<file path="src/rtl/alu_pkg.sv">
// rtl/alu_pkg.sv - shared opcodes and width for the Y86-64 execute ALU
package alu_pkg;
  localparam int WIDTH = 64;

  localparam logic [1:0] ALU_ADD = 2'b00;
  localparam logic [1:0] ALU_SUB = 2'b01;
  localparam logic [1:0] ALU_AND = 2'b10;
  localparam logic [1:0] ALU_XOR = 2'b11;
endpackage

</file>
<file path="src/rtl/alu_add_sub_64.sv">
// rtl/alu_add_sub_64.sv - structural ripple adder/subtractor built from full_adder cells
module full_adder (
  input  logic a,
  input  logic b,
  input  logic cin,
  output logic s,
  output logic cout
);
  assign s    = a ^ b ^ cin;
  assign cout = (a & b) | (cin & (a ^ b));
endmodule

module add_sub_64 import alu_pkg::*; (
  input  logic [WIDTH-1:0] a,
  input  logic [WIDTH-1:0] b,
  input  logic             sub,
  output logic [WIDTH-1:0] sum,
  output logic             ovf
);
  logic [WIDTH-1:0] b_x;
  logic [WIDTH:0]   carry;

  // Subtraction is A + ~B + 1: invert B and inject the +1 as carry-in.
  assign b_x      = b ^ {WIDTH{sub}};
  assign carry[0] = sub;

  for (genvar i = 0; i < WIDTH; i++) begin : g_bit
    full_adder u_fa (
      .a    (a[i]),
      .b    (b_x[i]),
      .cin  (carry[i]),
      .s    (sum[i]),
      .cout (carry[i+1])
    );
  end

  // Signed overflow: carry into the sign bit differs from carry out of it.
  assign ovf = carry[WIDTH] ^ carry[WIDTH-1];
endmodule

</file>
<file path="src/rtl/alu.sv">
// rtl/alu.sv - 64-bit ADD/SUB/AND/XOR ALU with registered result and overflow flag
module alu import alu_pkg::*; (
  input  logic             clk,
  input  logic             rst,
  input  logic [WIDTH-1:0] num1,
  input  logic [WIDTH-1:0] num2,
  input  logic [1:0]       operation,
  output logic [WIDTH-1:0] result,
  output logic             overflow_flag
);
  logic [WIDTH-1:0] arith_sum;
  logic             arith_ovf;
  logic [WIDTH-1:0] result_d, result_q;
  logic             ovf_d, ovf_q;

  add_sub_64 u_add_sub (
    .a   (num1),
    .b   (num2),
    .sub (operation == ALU_SUB),
    .sum (arith_sum),
    .ovf (arith_ovf)
  );

  always_comb begin
    result_d = arith_sum;
    ovf_d    = 1'b0;
    case (operation)
      ALU_ADD: begin result_d = arith_sum;   ovf_d = arith_ovf; end
      ALU_SUB: begin result_d = arith_sum;   ovf_d = arith_ovf; end
      ALU_AND: begin result_d = num1 & num2; ovf_d = 1'b0;      end
      ALU_XOR: begin result_d = num1 ^ num2; ovf_d = 1'b0;      end
    endcase
  end

  always_ff @(posedge clk or posedge rst) begin
    if (rst) begin
      result_q <= '0;
      ovf_q    <= 1'b0;
    end else begin
      result_q <= result_d;
      ovf_q    <= ovf_d;
    end
  end

  assign result        = result_q;
  assign overflow_flag = ovf_q;
endmodule

</file>
<file path="config.mk">
export PLATFORM = sky130hd
export DESIGN_NAME = alu
export DESIGN_NICKNAME = d
export VERILOG_FILES = /design/src/rtl/alu_pkg.sv /design/src/rtl/alu_add_sub_64.sv /design/src/rtl/alu.sv
export SDC_FILE = /design/constraint.sdc
export NUM_CORES = 1
export LEC_CHECK = 0
export BUFFER_PORTS_ARGS = -buffer_cell sky130_fd_sc_hd__clkbuf_2
export CAP_MARGIN = 20
export CELL_PAD_IN_SITES_DETAIL_PLACEMENT = 1
export CELL_PAD_IN_SITES_GLOBAL_PLACEMENT = 1
export CORE_ASPECT_RATIO = 0.5
export CORE_MARGIN = 2
export CORE_UTILIZATION = 44
export CTS_CLUSTER_SIZE = 12
export DETAILED_ROUTE_END_ITERATION = 8
export GPL_TIMING_DRIVEN = 0
export HOLD_SLACK_MARGIN = 0.12
export PLACE_DENSITY = 0.91
export RECOVER_POWER = 25
export SLEW_MARGIN = 5
export SYNTH_ARGS = -nofsm -noshare
export SYNTH_HDL_FRONTEND = slang
export SYNTH_SLANG_ARGS = --single-unit
</file>
<file path="constraint.sdc">
create_clock -name clk -period 3.4 [get_ports clk]
set_clock_uncertainty 0.2 [all_clocks]
set_input_delay 0.51 -clock clk [delete_from_list [all_inputs] [get_ports clk]]
set_output_delay 0.51 -clock clk [all_outputs]
set_load 0.1 [all_outputs]
</file>
==> impl_results.md <==
- Dpl hpwl: 13300 um
- Hold path depth: 3
- Max cap viols: 0
- Storage element area: 1630 um^2
- Global-route wire length before repair: 26600 um
- Type of the worst min-delay path: primary input to register
- Largest net degree at the start of global routing: 40
- Netlist cell types: 17
- Final nets: between 900 and 1000
- Post-synthesis register bit count: 65
- Metal3 WL: ~600 um
- Power per cell area: 560 nW/um^2
- Met2 Wirelength: roughly 9000 um
- Synthesized instance count: between 400 and 500
- Worst-case clock buffer depth: 2
- CP required: 3.41 ns
- Synth warn: 0
- Top cells by area, synth: dfrtp_1 27%, fa_1 21%, mux2i_1 20%
- M1 wire length: around 6600 um
- Final Max Tran Viols: 0
- Total negative slack: -618.93 ns
- VDD IR max: roughly 0.25 mV
- Top FF cell, synth: dfrtp_1
- N_diodes: 0
- CP Launch Type: primary input
- CTS tree: yes
- Worst hold slack: ~0.36 ns
- Wire per inst: 18.9 um
- Pre-antenna DRT Iters: 4
- Final setup viols: 59
- Global route total overflow: 0
- Post-layout min period: roughly 24 ns
- Multi-input gate area: 4100 um^2
- LEAKAGE: between 0.004 and 0.005 uW
- H-tree depth: 3
- CTS buffer count: 9
- Tcrit/Tclk final: 700%
- GPL Wtd Cong: a little over 0.8
- Antenna-violating nets left: 0
- Core area: ~14000 um^2
- Crit-path most repeated cell: fa_2
- Via Count: 4300
- Worst Setup End Kind: register
- Delay of the slowest critical-path stage: 0.42 ns
- Syn Area/Cell: roughly 13 um^2
- Top Layer Used: met4
- FILL cells: 1444
- Clock Root Buffer: clkbuf_16
- Slew Limit Headroom: about 15%
- Crit path kind: primary input to register
- RSZ-0062 raised after global routing: true
- Seq/Total Area, Yosys: about a quarter
- Overall die height: roughly 87 um
- Mapped Area: approximately 6100 um^2
- CP startpoint: operation[0]
- Initial antenna violation count: 0
- Tot GR Track Use: 24.2%
- Top post-synthesis cells by count: 124 x mux2i_1, 65 x dfrtp_1, 64 x ha_1
- Fmax: 42.0 MHz
- Slowest cell on crit path: fa_1
- Die area: around 15000 um^2
- CTS Sinks: 65
- Syn_nets: roughly 730
- Worst-path clk slew: approximately 0.060 ns
- Failing checks: negative setup slack
- Post-Route WL: 16800 um
- Initial Util: about 45%
- Tightest Pin Transition: about 1.3 ns
- Port bufs: around 200
- P&R area growth vs syn: 28.6%
- Share of layout cells above drive strength 1: 43.6%
- DIE WIDTH: 170 um
- Initial DRC Count: just under 70
- Drc violations: 0
- Ports: between 150 and 200
- Via density: between 4 and 5
- Row count: 30
- Post-synth EDFFs: 0
- Outcome: finished with violations
- Setup ws final: -20.38 ns
- Critical Path Fanout Max: 4
- Synth area leader: dfrtp_1
- Most common cell in the netlist: mux2i_1
- Worst Setup EP: result[63]
- Vias in the first global route: roughly 5000
- CP arrival: approximately 24 ns
- FFs w/ async S/R, synth: 100%
- Final Hold Vio Count: 0
- Area share of the largest cell type after synthesis: a little over a quarter
-- stage by stage --
stage | total power (uW) | setup WS (ns) | instances | cell area, um^2 | utilization (%)
after floorplan | 2940 | -19.71 | 474 | 6270 | -
after global placement | 3360 | -20.57 | 861 | 7490 | 55.3
after detailed placement | 3470 | -20.73 | 862 | 7520 | 55.5
after CTS | 4440 | -20.37 | 884 | 7860 | 58.0
after global routing | 4600 | -20.85 | 885 | 7840 | 57.8
final | 4390 | -20.38 | 885 | 7840 | 57.8
-- flip-flops by register name (all words and copies together), names as in the netlist --
register,count
overflow_flag,1
result,64
-- cell type report --
cell class | count | area share (%)
Sequential cell | 65 | 20.8
Timing Repair Buffer | 203 | 13.3
Clock buffer | 13 | 3.19
Tap cell | 192 | 3.07
Multi-Input combinational cell | 325 | 52.3
Clock inverter | 3 | 0.511
Inverter | 62 | 2.99
Buffer | 22 | 3.90
-- where the power goes --
part	leakage (uW)	internal, uW	switching (uW)
clock	0.000144	586	356
sequential	0.000778	946	60.2
combinational	0.00311	575	1870
-- repair_timing --
action / 4_1_cts / 5_1_grt
resized for setup: 0 / 1
setup buffers: 5 / 1
pin swaps: 3 / 2
hold buffers: 1 / 0
hold endpoints to repair: 26 / 0
setup endpoints to repair: 59 / 59
-- worst max-delay path: cells and delay by family --
| kind | cells | cell delay (ns) |
|---|---|---|
| adders and majority gates | 63 | 22.40 |
| buffers and inverters | 4 | 0.42 |
| and+or+nand+nor | 2 | 0.22 |
| xor gates and xnor gates | 1 | 0.13 |
| AOI/OAI and AO/OA | 1 | 0.05 |
-- cells by family after synthesis --
logic type | after synthesis | share of synthesized area, %
buffers and inverters | 84 | 8.89
XOR/XNOR | 64 | 9.20
multiplexers | 125 | 20.6
AND/OR/NAND/NOR | 6 | 0.575
AO/OA/AOI/OAI | 3 | 0.246
adder cells (fa/ha/maj) | 127 | 33.8
flip-flops | 65 | 26.7
-- layer usage --
metal  GRT usage, %  up-vias
met5              0        -
met4           10.3        0
met3           4.41       43
met2           45.6      117
met1           27.3     2164
li1               -     1976
-- how the worst min path moves through the flow --
stage / start / endpoint / slack [ns]
after detailed placement: rst / result[36] / 0.33
after floorplan: num2[0] / result[0] / 0.56
after global routing: num1[0] / result[0] / 0.38
final: num1[0] / result[0] / 0.36
after global placement: num1[0] / result[0] / 0.68
after CTS: num1[0] / result[0] / 0.36
-- placed cells by master (no fill, tap or decap) --
cell           instances
inv_1                 60
bufinv_16              1
clkbuf_2             194
buf_2                  3
mux2_2                 1
buf_6                  4
nor2_1                 4
buf_4                  7
fa_1                   1
xnor2_4                1
nor2b_4                1
buf_8                  7
xnor2_1               60
buf_12                 7
inv_2                  1
clkbuf_16              9
clkbuf_8               1
a21oi_1                3
fa_2                  62
nor2b_1                1
mux2i_1              124
xor2_1                 3
dfrtp_1               65
clkinv_2               2
clkbuf_1               5
clkinvlp_2             1
dlygate4sd3_1          1
ha_1                  64
(Power assumes the default switching activity.)
